<file path="config.mk">
export PLATFORM = sky130hd
export DESIGN_NAME = fact_scheduler_flat
export DESIGN_NICKNAME = d
export VERILOG_FILES = /design/src/rtl/fact_scheduler_if.sv /design/src/rtl/fact_scheduler.sv /design/src/flat_wrapper.sv
export SDC_FILE = /design/constraint.sdc
export NUM_CORES = 1
export LEC_CHECK = 0
export CORE_MARGIN = 2
export CORE_UTILIZATION = 30
export CTS_BUF_LIST = sky130_fd_sc_hd__clkbuf_4 sky130_fd_sc_hd__clkbuf_8
export CTS_CLUSTER_SIZE = 12
export DETAILED_ROUTE_END_ITERATION = 16
export GPL_TIMING_DRIVEN = 0
export MAX_ROUTING_LAYER = met4
export PLACE_DENSITY = 0.47
export SYNTH_ARGS = -nofsm -noshare
export SYNTH_HDL_FRONTEND = slang
export SYNTH_SLANG_ARGS = --single-unit
</file>
<file path="constraint.sdc">
create_clock -name clock -period 4.5 [get_ports clock]
set_clock_uncertainty 0.15 [all_clocks]
set_input_delay 1.125 -clock clock [delete_from_list [all_inputs] [get_ports clock]]
set_output_delay 1.125 -clock clock [all_outputs]
set_load 0.005 [all_outputs]
</file>
<file path="src/rtl/fact_scheduler_if.sv">
// Job, result and accelerator-bus signals of the factorial job scheduler.
// The slave modport is the scheduler's view. The master modport is the
// requester/accelerator side.
interface fact_scheduler_if;
  logic        job_valid;
  logic [3:0]  job_n;
  logic        job_ready;
  logic        res_valid;
  logic [31:0] res_data;
  logic        res_err;
  logic        res_ready;
  logic [1:0]  fa_a;
  logic        fa_we;
  logic [3:0]  fa_wd;
  logic [31:0] fa_rd;

  modport slave (
    input  job_valid, job_n, res_ready, fa_rd,
    output job_ready, res_valid, res_data, res_err, fa_a, fa_we, fa_wd
  );

  modport master (
    output job_valid, job_n, res_ready, fa_rd,
    input  job_ready, res_valid, res_data, res_err, fa_a, fa_we, fa_wd
  );
endinterface

</file>
<file path="src/rtl/fact_scheduler.sv">
// Factorial job scheduler. It queues n operands, runs one job at a time on the
// accelerator (load n, pulse go, poll status, read result), and queues {err, result}.
//
// state  | meaning
// IDLE   | waiting for a queued job and space in the result FIFO
// LOAD   | write n to the accelerator and pop the job FIFO
// GO     | write go = 1
// GO_CLR | write go = 0
// POLL   | read status until done/err or the poll budget runs out
// READ   | read the result and push it to the result FIFO
module fact_scheduler #(
  parameter int JDEPTH  = 4,
  parameter int RDEPTH  = 4,
  parameter int TIMEOUT = 255
) (
  input  logic                    clock,
  input  logic                    reset,
  fact_scheduler_if.slave         bus,
  output logic                    busy,
  output logic [$clog2(JDEPTH):0] jobs_pending
);

  localparam int JAW = $clog2(JDEPTH);
  localparam int RAW = $clog2(RDEPTH);
  localparam int CW  = (TIMEOUT > 1) ? $clog2(TIMEOUT) : 1;
  localparam logic [JAW:0]  JFULL   = (JAW + 1)'(JDEPTH);
  localparam logic [RAW:0]  RFULL   = (RAW + 1)'(RDEPTH);
  localparam logic [CW-1:0] TO_LAST = CW'(TIMEOUT - 1);

  typedef enum logic [2:0] {IDLE, LOAD, GO, GO_CLR, POLL, READ} state_t;

  logic [3:0]     jmem [JDEPTH];
  logic [JAW-1:0] jwp, jrp;
  logic [JAW:0]   jcnt;
  logic [32:0]    rmem [RDEPTH];
  logic [RAW-1:0] rwp, rrp;
  logic [RAW:0]   rcnt;
  logic           ready_en;

  state_t         state;
  logic [CW-1:0]  poll_cnt;
  logic           err_q;
  logic [1:0]     fa_a_q;
  logic           fa_we_q;
  logic [3:0]     fa_wd_q;

  logic           j_push, j_pop, r_push, r_pop, timeout_hit;
  logic [32:0]    r_wdata;

  // ready_en keeps job_ready low until the first cycle after reset is released
  assign bus.job_ready = ready_en && (jcnt != JFULL);
  assign j_push        = bus.job_valid && bus.job_ready;
  assign j_pop         = (state == LOAD);
  assign timeout_hit   = (state == POLL) && !bus.fa_rd[1] && !bus.fa_rd[0] &&
                         (poll_cnt == TO_LAST);
  assign r_push        = (state == READ) || timeout_hit;
  assign r_wdata       = (state == READ && !err_q) ? {1'b0, bus.fa_rd} : {1'b1, 32'd0};
  assign bus.res_valid = (rcnt != '0);
  assign bus.res_data  = bus.res_valid ? rmem[rrp][31:0] : 32'd0;
  assign bus.res_err   = bus.res_valid && rmem[rrp][32];
  assign r_pop         = bus.res_valid && bus.res_ready;
  assign bus.fa_a      = fa_a_q;
  assign bus.fa_we     = fa_we_q;
  assign bus.fa_wd     = fa_wd_q;
  assign jobs_pending  = jcnt;

  // Job FIFO: pointers wrap naturally because the depth is a power of two
  always_ff @(posedge clock) begin
    if (reset) begin
      jwp      <= '0;
      jrp      <= '0;
      jcnt     <= '0;
      ready_en <= 1'b0;
    end else begin
      ready_en <= 1'b1;
      if (j_push) begin
        jmem[jwp] <= bus.job_n;
        jwp       <= jwp + 1'b1;
      end
      if (j_pop) jrp <= jrp + 1'b1;
      case ({j_push, j_pop})
        2'b10:   jcnt <= jcnt + 1'b1;
        2'b01:   jcnt <= jcnt - 1'b1;
        default: jcnt <= jcnt;
      endcase
    end
  end

  // Result FIFO: space was reserved in IDLE, so a push never finds it full
  always_ff @(posedge clock) begin
    if (reset) begin
      rwp  <= '0;
      rrp  <= '0;
      rcnt <= '0;
    end else begin
      if (r_push) begin
        rmem[rwp] <= r_wdata;
        rwp       <= rwp + 1'b1;
      end
      if (r_pop) rrp <= rrp + 1'b1;
      case ({r_push, r_pop})
        2'b10:   rcnt <= rcnt + 1'b1;
        2'b01:   rcnt <= rcnt - 1'b1;
        default: rcnt <= rcnt;
      endcase
    end
  end

  // Sequencer. Bus outputs are registered, so they are set for the state being entered
  always_ff @(posedge clock) begin
    if (reset) begin
      state    <= IDLE;
      poll_cnt <= '0;
      err_q    <= 1'b0;
      fa_a_q   <= 2'd2;
      fa_we_q  <= 1'b0;
      fa_wd_q  <= 4'd0;
      busy     <= 1'b0;
    end else begin
      case (state)
        IDLE: begin
          if (jcnt != '0 && rcnt != RFULL) begin
            state   <= LOAD;
            fa_a_q  <= 2'd0;
            fa_we_q <= 1'b1;
            fa_wd_q <= jmem[jrp];
            busy    <= 1'b1;
          end
        end
        LOAD: begin
          state    <= GO;
          poll_cnt <= '0;
          fa_a_q   <= 2'd1;
          fa_wd_q  <= 4'b0001;
        end
        GO: begin
          state   <= GO_CLR;
          fa_wd_q <= 4'd0;
        end
        GO_CLR: begin
          state   <= POLL;
          fa_a_q  <= 2'd2;
          fa_we_q <= 1'b0;
        end
        POLL: begin
          if (bus.fa_rd[1] || bus.fa_rd[0]) begin
            err_q  <= bus.fa_rd[1];
            state  <= READ;
            fa_a_q <= 2'd3;
          end else if (poll_cnt == TO_LAST) begin
            state <= IDLE;
            busy  <= 1'b0;
          end else begin
            poll_cnt <= poll_cnt + 1'b1;
          end
        end
        READ: begin
          state  <= IDLE;
          fa_a_q <= 2'd2;
          busy   <= 1'b0;
        end
        default: begin
          state   <= IDLE;
          fa_a_q  <= 2'd2;
          fa_we_q <= 1'b0;
          busy    <= 1'b0;
        end
      endcase
    end
  end

endmodule
</file>
<file path="src/flat_wrapper.sv">
// flat-port wrapper written by rule: the top's interface ports become plain ports
module fact_scheduler_flat 
#(
  parameter int JDEPTH  = 4,
  parameter int RDEPTH  = 4,
  parameter int TIMEOUT = 255
)
  (clock, reset, busy, jobs_pending, bus_job_valid, bus_job_n, bus_res_ready, bus_fa_rd, bus_job_ready, bus_res_valid, bus_res_data, bus_res_err, bus_fa_a, bus_fa_we, bus_fa_wd);
  fact_scheduler_if bus_i ();
  input  logic clock;
  input  logic reset;
  output logic busy;
  output logic [$clog2(JDEPTH):0] jobs_pending;
  input wire logic [$bits(bus_i.job_valid)-1:0] bus_job_valid;
  input wire logic [$bits(bus_i.job_n)-1:0] bus_job_n;
  input wire logic [$bits(bus_i.res_ready)-1:0] bus_res_ready;
  input wire logic [$bits(bus_i.fa_rd)-1:0] bus_fa_rd;
  output wire logic [$bits(bus_i.job_ready)-1:0] bus_job_ready;
  output wire logic [$bits(bus_i.res_valid)-1:0] bus_res_valid;
  output wire logic [$bits(bus_i.res_data)-1:0] bus_res_data;
  output wire logic [$bits(bus_i.res_err)-1:0] bus_res_err;
  output wire logic [$bits(bus_i.fa_a)-1:0] bus_fa_a;
  output wire logic [$bits(bus_i.fa_we)-1:0] bus_fa_we;
  output wire logic [$bits(bus_i.fa_wd)-1:0] bus_fa_wd;
  assign bus_i.job_valid = bus_job_valid;
  assign bus_i.job_n = bus_job_n;
  assign bus_i.res_ready = bus_res_ready;
  assign bus_i.fa_rd = bus_fa_rd;
  assign bus_job_ready = bus_i.job_ready;
  assign bus_res_valid = bus_i.res_valid;
  assign bus_res_data = bus_i.res_data;
  assign bus_res_err = bus_i.res_err;
  assign bus_fa_a = bus_i.fa_a;
  assign bus_fa_we = bus_i.fa_we;
  assign bus_fa_wd = bus_i.fa_wd;
  fact_scheduler #(.JDEPTH(JDEPTH), .RDEPTH(RDEPTH), .TIMEOUT(TIMEOUT)) u_core (.clock(clock), .reset(reset), .bus(bus_i), .busy(busy), .jobs_pending(jobs_pending));
endmodule
</file>
# ---- After elaboration in Yosys (flattened, before gate mapping)
# Memory sizes are Yosys's and may differ from the RTL's. A register that Yosys moved wholly into a read port is not among the register bits.
# Cells that the tools add are included.
dict set report totals {
  regBits 35
  mem_bits_rw 148
  inputBits 40
  output_inout_bits 46
  word_cells 108
  memories 2
}
dict set report op_classes {
  add_sub_neg 9
  eq_ne 18
  muxes 32
  bitwise_logic 3
  n_reduce_logical 30
}
# memory depth width read_ports rd_ports_with_merged_regs wr line
set memory_table {}
lappend memory_table {u_core.rmem 4 33 1 1 1 fact_scheduler.sv:35} ;# logic [32:0] rmem [RDEPTH];
lappend memory_table {u_core.jmem 4 4 1 1 1 fact_scheduler.sv:32} ;# logic [3:0] jmem [JDEPTH];
# cell count
set op_table {}
lappend op_table {{33-bit two-way mux} 1}
lappend op_table {{32-bit two-way mux} 1}
lappend op_table {{8-bit two-way mux} 2}
lappend op_table {{8-bit one-hot mux with 2 select lines} 1}
lappend op_table {{3-bit one-hot mux with 5 select lines} 1}
lappend op_table {{2-bit two-way mux} 6}
lappend op_table {{3-bit one-hot mux with 2 select lines} 2}
lappend op_table {{4-bit one-hot mux with 3 select lines} 1}
lappend op_table {{1-bit two-way mux} 10}
lappend op_table {{1-bit logical AND} 9}
lappend op_table {{3-bit two-way mux} 3}
lappend op_table {{3-bit inequality test, second input constant} 3}
lappend op_table {{3-bit nonzero test} 3}
lappend op_table {{2-bit by 1-bit adder with 2-bit output, second input constant} 4}
lappend op_table {{8-bit by 1-bit adder with 8-bit output, second input constant} 1}
lappend op_table {{8-bit == test, second input constant} 1}
lappend op_table {{2-bit inequality test, second input constant} 4}
lappend op_table {{2-bit one-hot mux with 4 select lines} 1}
lappend op_table {{2-bit AND reduction} 4}
lappend op_table {{3-bit by 1-bit adder with 3-bit output, second input constant} 2}
lappend op_table {{3-bit by 2-bit == test with 1-bit output, second input constant} 2}
lappend op_table {{3-bit == test, second input constant} 2}
lappend op_table {{3-bit AND reduction} 2}
lappend op_table {{2-bit nonzero test} 3}
lappend op_table {{15 further kinds} 23}

# ---- Depth between registers and ports, before layout
# Gate-level depths: netlist of run 1.
dict set report logic_depth {
  ltp_word 8
  ltp_mapped 12
  ltp_nobuf 11
}

# ---- Worst setup path before layout of run 1
# No wires, ideal clock.
dict set report synth_path {
  path_kind {input -> register}
  from {input bus_fa_rd[1]}
  to {memory u_core.rmem[0][0] (enable)}
  setup_ps 471
  arrival_time_ps 4195
  required_time_ps 3879
  setup_slack_ps -317
  cell_stages 5
  path_buffers 1
  cell_sequence {nor2_1 -> nand2_1 -> o21a_1 -> buf_6 -> nor3b_1}
}
dict set report synth_between {
  elab_chain_len 8
}
# item line
set synth_rtl {}
lappend synth_rtl {{from (decl)} flat_wrapper.sv:17} ;# input wire logic [$bits(bus_i.fa_rd)-1:0] bus_fa_rd;
lappend synth_rtl {{1-bit logical NOT} fact_scheduler.sv:54} ;# assign timeout_hit = (state == POLL) && !bus.fa_rd[1] && !bus.fa_rd[0] &&
lappend synth_rtl {{1-bit logical AND (3 in series)} fact_scheduler.sv:54}
lappend synth_rtl {{1-bit logical OR} fact_scheduler.sv:56} ;# assign r_push = (state == READ) || timeout_hit;
lappend synth_rtl {{1-bit two-way mux} fact_scheduler.sv:96} ;# if (r_push) begin
lappend synth_rtl {{1-bit two-way mux} fact_scheduler.sv:91} ;# if (reset) begin
lappend synth_rtl {{1-bit two-way mux (not written as such)} fact_scheduler.sv:97} ;# rmem[rwp] <= r_wdata;
lappend synth_rtl {{to (decl)} fact_scheduler.sv:35}
# Every way passes these cells.

==> qor.yml, run 1 <==
status:
  status: "completed"
flow_run:
  drv_cap: 0
sta:
  max_clock_freq_mhz: 253.6
  hold_viol_final: 0
  drv_slew: 0
  setup_viol: 0
  finalCritPeriodShare_pct: 87.63
  slew_headroom_pct: 49.14
  rsz0062_at_grt: "no"
  post-route-min-period_ps: 3943
  worst_slack_ps: 556.8
  worstMarginPinSlew_ps: 759.6
route:
  wl_per_cell_um: 17.82
  ant_nets: 0
  wirelength_um: 17270
  drc_errors: 0
  vias: 4515
  drt_iter0_drc: 243
  first_pass_iters: 6
  vias_per_cell: 4.659
grt:
  antenna_found_initial: 1
  grt_pass1_wl_um: 26680
  grt_pass1_vias: 4753
  grt_usage_pct: 13.66
  grt_max_degree: 20
  grt-ovfl-total: 0
synth:
  async_flop_share_pct: 0
  yosysTopAreaCell: "edfxtp_1"
  synthCells: 500
  yosysSeqAreaShare_pct: 66.94
  syn_nets: 554
  synth-edff-count: 148
  ys_ff_latch: 187
  yosysWarnings: 0
  syn_area_per_cell_um2: 15.61
  yosys-top-cells-area: "edfxtp_1 (57%), mux4_2 (10%), dfxtp_1 (10%), and2_1 (5.6%), ha_1 (1.9%)"
  synth_cell_types: 54
  synth_ff_type: "edfxtp_1"
  yosysTopAreaCellShare_pct: 56.94
  syn_area_mm2: 0.007805
die:
  dieWidth_um: 165.3
  pin_count: 86
  rows: 59
  core_mm2: 0.02576
  die-height_um: 165.3
  initial_core_util_pct: 30.29
  die_area_mm2: 0.02732
clocking:
  ctsHoldBuffers: 0
  path_clk_slew_ps: 110
  clock-sinks: 187
  clkLatencyLatePin_ps: 460
  cts_tree: "built"
  cts_buffers: 17
  htree_levels: 4
  cts-root-buf: "clkbuf_8"
  post_cts_buffers: 0
  clockBufferDepth: 2
  post_cts_resized: 0
placed_design:
  pre_cts_ws_ps: 517.6
  routabilityCongestion: 0.7651
  dpl-instance-area_mm2: 0.009286
  port_buffers: 85
  hpwl_um: 12050
worst_setup_path:
  required_ps: 3220
  crit_path_end_kind: "output port"
  crit_type: "flop to output port"
  cp_max_fo: 10
  arrival_ps: 2670
  start_kind: "flop"
cells_and_area:
  final_area_mm2: 0.009683
  area_delta_synth_final_pct: 24.06
  num-nets-final: 674
  drive_gt1_share_pct: 16.90
  fillers: 2408
power:
  leakage_nw: 3.109
  max-vdd-ir-drop_uv: 218.5
  p_per_area_mw_per_mm2: 369.9
min_path:
  hold_class: "flop to flop"
[through the flow]
step | total power [mW] | hold slack [ps] | TNS (ps) | cells | util, %
after floorplan | 2.323 | 304.4 | -41780 | 500 | -
after global placement | 2.544 | 300.0 | -468750 | 920 | 35.22
after detailed placement | 2.546 | 307.0 | 0 | 936 | 36.04
after CTS | 3.633 | 331.3 | 0 | 968 | 37.57
after global routing | 3.761 | 343.3 | 0 | 969 | 37.58
final | 3.582 | 327.1 | 0 | 969 | 37.58
[cells by family (layout without fill, tap and decap cells)]
kind of cell    Yosys count  after routing  synth area share (%)
mux                      44             44                 11.48
other cells               0              1                     0
simple gates            159            159                 11.69
flops                   187            187                 66.94
compound gates           44             44                 3.976
buf+inv                  42            175                 2.357
fa+ha+maj                14             14                 2.437
xor+xnor                 10             10                 1.122
[layout make-up]
class	count	area [um2]	area share (%)
Inverter	17	63.81	0.6590
Timing Repair Buffer	101	1042	10.76
Clock inverter	14	152.6	1.576
Buffer	25	120.1	1.240
Multi-Input combinational cell	271	2416	24.95
Sequential cell	187	5225	53.96
Antenna cell	1	2.502	0.02584
Clock buffer	18	241.5	2.494
Tap cell	335	419.2	4.329
[sequential cells by signal, summed over array words and instances, names as in the netlist, named ones only]
register,flops
u_core.rrp,2
u_core.rwp,2
u_core.jwp,2
u_core.jmem,16
u_core.poll_cnt,8
u_core.err_q,1
u_core.bus.fa_we,1
u_core.ready_en,1
u_core.rmem,132
u_core.bus.fa_wd,4
u_core.bus.fa_a,2
u_core.state,3
u_core.jobs_pending,3
u_core.jrp,2
u_core.busy,1
u_core.rcnt,3
[synthesized netlist by cell type, types with 6 or more instances]
| master | n |
|---|---|
| edfxtp_1 | 148 |
| and2_1 | 70 |
| dfxtp_1 | 39 |
| mux4_2 | 36 |
| nor2_1 | 26 |
| nand2_1 | 19 |
| inv_1 | 17 |
| clkbuf_1 | 13 |
| ha_1 | 12 |
| a21oi_1 | 10 |
| nand3_1 | 9 |
| nor3_1 | 9 |
| o21ai_0 | 8 |
| mux2i_1 | 7 |
| buf_2 | 6 |
| xor2_1 | 6 |
[power breakdown]
group	internal, mW	switching (mW)	total, mW
Combinational	0.268	0.273	0.540
Sequential	1.91	0.0570	1.96
Clock	0.422	0.657	1.08
Total	2.60	0.986	3.58
[final timing paths]
path | end | startpoint | cells after the start | slack, ps
worst min register to register | u_core.bus.fa_wd[3]$_SDFFE_PP0P_ | u_core.bus.fa_wd[3]$_SDFFE_PP0P_ | 2 | 330
worst max register to register | u_core.rmem[0][15]$_DFFE_PP_ | u_core.poll_cnt[3]$_SDFFE_PP0P_ | 7 | 1750
worst max-delay path | bus_res_data[1] | flop | 5 | 560
worst min-delay path | u_core.bus.fa_wd[3]$_SDFFE_PP0P_ | u_core.bus.fa_wd[3]$_SDFFE_PP0P_ | 2 | 330
[metal layers]
metal,track usage [%],vias up,share of wire (%)
met5,-,-,0
met4,3.527,0,0.85
met3,2.722,14,4.8
met2,23.58,104,50
met1,16.44,2281,44
li1,-,2116,-
[critical path: stages (launching register included)]
cell and delay, ps:
dfxtp_1 320, clkbuf_1 260, clkbuf_1 610, mux4_2 400, and2_1 180, clkdlybuf4s50_1 440
[cell usage in the layout, fill, tap and decap left out, types with 3 or more instances in the layout]
cell | Yosys | routed
inv_1 | 17 | 17
buf_8 | 0 | 3
inv_8 | 0 | 4
nor3_1 | 9 | 9
or3_1 | 3 | 3
clkdlybuf4s50_1 | 0 | 85
nand3_1 | 9 | 9
and2_1 | 70 | 70
dfxtp_1 | 39 | 39
nor2_1 | 26 | 26
o21ai_0 | 8 | 8
clkinv_4 | 0 | 3
buf_1 | 3 | 3
buf_6 | 2 | 15
edfxtp_1 | 148 | 148
a21o_1 | 5 | 5
a21oi_1 | 10 | 10
nand2_1 | 19 | 19
clkbuf_8 | 0 | 17
clkbuf_1 | 13 | 13
xor2_1 | 6 | 6
and3_1 | 3 | 3
o211ai_1 | 3 | 3
ha_1 | 12 | 12
or2_2 | 3 | 3
nor3b_2 | 0 | 4
xnor2_1 | 4 | 4
buf_2 | 6 | 6
mux2i_1 | 7 | 7
mux4_2 | 36 | 36
clkinv_8 | 0 | 3
Note: power is estimated with default switching activity, not from simulation.
==> run 2, diff against run 1 <==
--- a/config.mk
+++ b/config.mk
@@ -6,13 +6,13 @@
 export NUM_CORES = 1
 export LEC_CHECK = 0
 export CORE_MARGIN = 2
-export CORE_UTILIZATION = 30
+export CORE_UTILIZATION = 53
 export CTS_BUF_LIST = sky130_fd_sc_hd__clkbuf_4 sky130_fd_sc_hd__clkbuf_8
 export CTS_CLUSTER_SIZE = 12
 export DETAILED_ROUTE_END_ITERATION = 16
 export GPL_TIMING_DRIVEN = 0
 export MAX_ROUTING_LAYER = met4
-export PLACE_DENSITY = 0.47
+export PLACE_DENSITY = 0.76
 export SYNTH_ARGS = -nofsm -noshare
 export SYNTH_HDL_FRONTEND = slang
 export SYNTH_SLANG_ARGS = --single-unit
==> run 2 against run 1 <==
Critical path depth is the same. Sequential power about the same. Worst hold slack worse by 9.2 ps. Global-route usage up 6.8 points. Non-clock buffer count did not move. Sequential share of layout area is 1.1 points higher. Die area down 42%. Power is 1.0% higher. Combinational power down 1%. Clock power increased by 5%. Highest routed layer unchanged. First-iteration DRC count up 43%. Via count decreased by 0.82%.
==> qor.yml, run 2 (synthesis results as in run 1) <==
route:
  first_pass_iters: 4
  drt_iter0_drc: 348
  vias: 4478
  drc_errors: 0
  wl_per_cell_um: 18.02
  wirelength_um: 14730
  ant_nets: 0
  vias_per_cell: 5.481
clocking:
  clock-sinks: 187
  cts_tree: "built"
  post_cts_resized: 0
  cts-root-buf: "clkbuf_8"
  ctsHoldBuffers: 0
  post_cts_buffers: 0
  clockBufferDepth: 2
  clkLatencyLatePin_ps: 450
  path_clk_slew_ps: 90
  htree_levels: 4
  cts_buffers: 17
cells_and_area:
  mostFrequentLayoutCell: "edfxtp_1"
  largest-register: "u_core.rmem"
  drive_gt1_share_pct: 16.59
  reg.largest.list: "u_core.rmem: 132 flops, u_core.jmem: 16 flops, u_core.poll_cnt: 8 flops"
  n_antenna_cell: 0
  register_area_mm2: 0.005225
  largest_reg_flops: 132
  layout_common_cells: "edfxtp_1 (148), clkdlybuf4s50_1 (85), and2_1 (70)"
  final_area_mm2: 0.009497
  instances_no_fill: 817
  multiInputGateArea_mm2: 0.002416
  final_util_pct: 65.59
  fillers: 1031
  num-nets-final: 674
  area_delta_synth_final_pct: 21.67
power:
  max-vdd-ir-drop_uv: 296.8
  p_per_area_mw_per_mm2: 381.1
  leakage_nw: 3.113
  total_power_mw: 3.619
worst_setup_path:
  start_kind: "flop"
  slowest_stage: "clkbuf_1"
  required_ps: 3220
  critPathBufInv: 3
  crit_chain: "clkbuf_1 -> clkbuf_1 -> mux4_2 -> and2_1 -> clkdlybuf4s50_1"
  crit_family: "buffers and inverters"
  crit_path_end_kind: "output port"
  max_stage_delay_ps: 610
  cp_max_fo: 10
  arrival_ps: 2730
  crit_type: "flop to output port"
  crit_path_frequent_cell: "clkbuf_1"
sta:
  hold_viol_final: 0
  rsz0062_at_grt: "no"
  worst_slack_ps: 497.1
  finalCritPeriodShare_pct: 88.95
  max_clock_freq_mhz: 249.8
  slew_headroom_pct: 50.81
  setup_viol: 0
  post-route-min-period_ps: 4003
  worstMarginPinSlew_ps: 737.8
  drv_slew: 0
min_path:
  hold_class: "flop to flop"
grt:
  grt_pass1_wl_um: 24130
  grt_max_degree: 17
  grt_pass1_vias: 4609
  antenna_found_initial: 0
  grt_usage_pct: 20.48
  grt-ovfl-total: 0
die:
  die-height_um: 125.4
  die_area_mm2: 0.01571
  rows: 44
  core_mm2: 0.01448
  pin_count: 86
  initial_core_util_pct: 53.91
  dieWidth_um: 125.4
status:
  status: "completed"
placed_design:
  hpwl_um: 10500
  dp.cells: 785
  dpl-instance-area_mm2: 0.009090
  pre_cts_ws_ps: 361.4
  routabilityCongestion: 0.8872
  port_buffers: 85
flow_run:
  drv_cap: 0
==> run 2: cell types whose count changed in the layout (fill, tap and decap cells not counted), sizes merged <==
cell / change
bufinv: +3
inv: -3
clkbuf: -1
clkinvlp: +1
diode: -1
==> run 2: worst min-delay path, cell delays in order, from the launching register on <==
cell,delay (ps)
dfxtp_1,320
nand2_1,50
mux2i_1,60
==> run 2: routing by layer <==
layer,GRT usage [%],share of wire [%],up-vias
li1,-,-,2108
met1,26.45,43,2219
met2,33.47,52,139
met3,4.664,4.6,12
met4,4.902,0.62,0
met5,-,0,-
==> run 2: final timing paths <==
kind                                    startpoint                               end  slack [ps]  cells past startpoint
hold reg to reg   u_core.bus.fa_wd[1]$_SDFFE_PP0P_  u_core.bus.fa_wd[1]$_SDFFE_PP0P_         320                      2
setup / recovery                              flop                  bus_res_data[26]         500                      5
hold / removal    u_core.bus.fa_wd[1]$_SDFFE_PP0P_  u_core.bus.fa_wd[1]$_SDFFE_PP0P_         320                      2
setup reg to reg   u_core.poll_cnt[1]$_SDFFE_PP0P_       u_core.rmem[3][4]$_DFFE_PP_        1550                     10
==> run 2: area by class of cell <==
cell class / instances / share of cell area (%)
flip-flops and latches: 187 / 55.02
multi-input cells: 271 / 25.44
repair buffers: 101 / 10.90
clock buffers: 17 / 2.464
well taps: 184 / 2.424
clock inverters: 15 / 1.818
plain buffers: 25 / 1.265
inverters: 17 / 0.6719
==> run 2: power breakdown <==
| group | internal [mW] | switching (mW) | leakage (nW) | total, mW |
|---|---|---|---|---|
| combinational | 0.267 | 0.265 | 1.39 | 0.532 |
| sequential | 1.91 | 0.0560 | 1.52 | 1.96 |
| clock | 0.550 | 0.576 | 0.199 | 1.13 |
==> run 2: through the flow <==
stage                     hold WS [ps]  TNS [ps]
after floorplan                  304.4    -41780
after global routing             349.4         0
after detailed placement         315.6         0
after global placement           306.4   -383660
after CTS                        327.6         0
final                            317.9         0
==> run 3, diff against run 2 <==
--- a/config.mk
+++ b/config.mk
@@ -5,14 +5,15 @@
 export SDC_FILE = /design/constraint.sdc
 export NUM_CORES = 1
 export LEC_CHECK = 0
-export CORE_MARGIN = 2
+export CORE_MARGIN = 3
 export CORE_UTILIZATION = 53
 export CTS_BUF_LIST = sky130_fd_sc_hd__clkbuf_4 sky130_fd_sc_hd__clkbuf_8
 export CTS_CLUSTER_SIZE = 12
 export DETAILED_ROUTE_END_ITERATION = 16
 export GPL_TIMING_DRIVEN = 0
 export MAX_ROUTING_LAYER = met4
-export PLACE_DENSITY = 0.76
+export PLACE_DENSITY = 0.82
+export SLEW_MARGIN = 20
 export SYNTH_ARGS = -nofsm -noshare
 export SYNTH_HDL_FRONTEND = slang
 export SYNTH_SLANG_ARGS = --single-unit
==> run 3 against run 2 <==
Via count up 3.3%. Register-to-register slack improved by 110 ps. Worst hold slack barely moved. Cell area shrank 0.26%. Maximum frequency up 1.2%. Flip-flop and latch count unchanged. Critical path type unchanged. Sequential share of layout area is 0.15 points higher. Global-route usage is 0.48 points lower.
==> qor.yml, run 3 (synthesis results as in run 1) <==
clocking:
  cts_tree: "built"
  ctsHoldBuffers: 0
  cts_buffers: 17
  post_cts_resized: 0
  clkLatencyLatePin_ps: 440
  path_clk_slew_ps: 90
  htree_levels: 4
  post_cts_buffers: 0
  clockBufferDepth: 2
  cts-root-buf: "clkbuf_8"
  clock-sinks: 187
cells_and_area:
  n_antenna_cell: 0
  largest-register: "u_core.rmem"
  fillers: 960
  final_util_pct: 66.94
  area_delta_synth_final_pct: 21.35
  final_area_mm2: 0.009472
  layout_common_cells: "edfxtp_1 (148), clkdlybuf4s50_1 (85), and2_1 (70)"
  drive_gt1_share_pct: 16.61
  reg.largest.list: "u_core.rmem: 132 flops, u_core.jmem: 16 flops, u_core.poll_cnt: 8 flops"
  mostFrequentLayoutCell: "edfxtp_1"
  num-nets-final: 674
  largest_reg_flops: 132
grt:
  grtUsageMet3_pct: 4.390
  grt_usage_pct: 20.00
  use_met1_pct: 25.14
  grt-ovfl-total: 0
  grt_pass1_wl_um: 24380
  grt.busiest_layer: "met2"
  antenna_found_initial: 0
  grt_pass1_vias: 4771
  grtUsageMet2_pct: 32.73
  grt_max_degree: 17
sta:
  drv_slew: 0
  setup_viol: 0
  post-route-min-period_ps: 3954
  holdWs_ps: 317.4
  hold_viol_final: 0
  rsz0062_at_grt: "no"
  finalCritPeriodShare_pct: 87.86
  worstMarginPinSlew_ps: 843.9
  max_clock_freq_mhz: 252.9
  slew_headroom_pct: 43.50
  fin_setup_tns_ps: 0
worst_setup_path:
  rr_startpoint: "u_core.poll_cnt[3]$_SDFFE_PP0P_"
  crit_path_end_kind: "output port"
  cp_max_fo: 10
  reg2reg_depth: 7
  r2r_setup_slack_ps: 1660
  crit_type: "flop to output port"
  start_kind: "flop"
  timing.rr.end: "u_core.rmem[0][11]$_DFFE_PP_"
  required_ps: 3220
  arrival_ps: 2680
route:
  ant_nets: 0
  wirelength_um: 14820
  wl_per_cell_um: 18.25
  drc_errors: 0
  drt_iter0_drc: 382
  first_pass_iters: 5
  vias_per_cell: 5.697
  vias: 4626
power:
  max-vdd-ir-drop_uv: 290.3
  p_per_area_mw_per_mm2: 382.3
  leakage_nw: 3.115
die:
  pin_count: 86
  initial_core_util_pct: 55.16
  die_area_mm2: 0.01622
  dieWidth_um: 127.4
  core_mm2: 0.01415
  die-height_um: 127.4
  rows: 43
placed_design:
  hpwl_um: 10490
  routabilityCongestion: 0.8534
  port_buffers: 85
  dpl-instance-area_mm2: 0.009066
flow_run:
  drv_cap: 0
min_path:
  min_path_cells: 2
  hold_end: "u_core.bus.fa_wd[2]$_SDFFE_PP0P_"
  hp-start: "u_core.bus.fa_wd[2]$_SDFFE_PP0P_"
  hold_class: "flop to flop"
status:
  status: "completed"
## run 3: power breakdown
group	switching [mW]	internal, mW
clock network	0.569	0.557
registers	0.0541	1.91
logic	0.267	0.268
total	0.890	2.73
## run 3: layout make-up
type	count	area (um2)	share of cell area (%)
buffer	25	120.1	1.268
clock buffer	18	241.5	2.550
clock inverter	13	163.9	1.731
inverter	17	63.81	0.6737
multi-input combinational	271	2416	25.51
sequential	187	5225	55.17
tap	180	225.2	2.378
timing repair buffer	101	1016	10.73
## run 3: worst max-delay path by stage
stage / cells after the start / start / endpoint / slack, ps
2_1_floorplan: 5 / bus_fa_rd[1] / u_core.rmem[0][0]$_DFFE_PP_ / -320
3_3_place_gp: 6 / bus_fa_rd[1] / u_core.rmem[0][2]$_DFFE_PP_ / -2750
3_5_place_dp: 8 / bus_fa_rd[1] / u_core.rmem[0][3]$_DFFE_PP_ / 540
4_1_cts: 5 / flop / bus_res_data[29] / 530
5_1_grt: 5 / flop / bus_res_data[10] / 440
6_report: 5 / flop / bus_res_data[29] / 550
## run 3: worst max-delay path: stages, from the launching register on
cell             delay, ps
dfxtp_1                320
clkbuf_1               290
clkbuf_1               590
mux4_2                 410
and2_1                 170
clkdlybuf4s50_1        460
## run 3: per-layer routing
layer	vias up	routed length (um)
li1	2109	-
met1	2320	6321
met2	174	7411
met3	23	852
met4	0	233
met5	-	0
## run 3: per-stage QoR
stage / setup slack, ps / total power, mW / instances
global placement: -2746 / 2.515 / 765
floorplan: -316.5 / 2.323 / 500
CTS: 534.5 / 3.638 / 812
finish: 546.1 / 3.621 / 812
detailed placement: 536.1 / 2.529 / 781
global route: 440.7 / 3.778 / 812
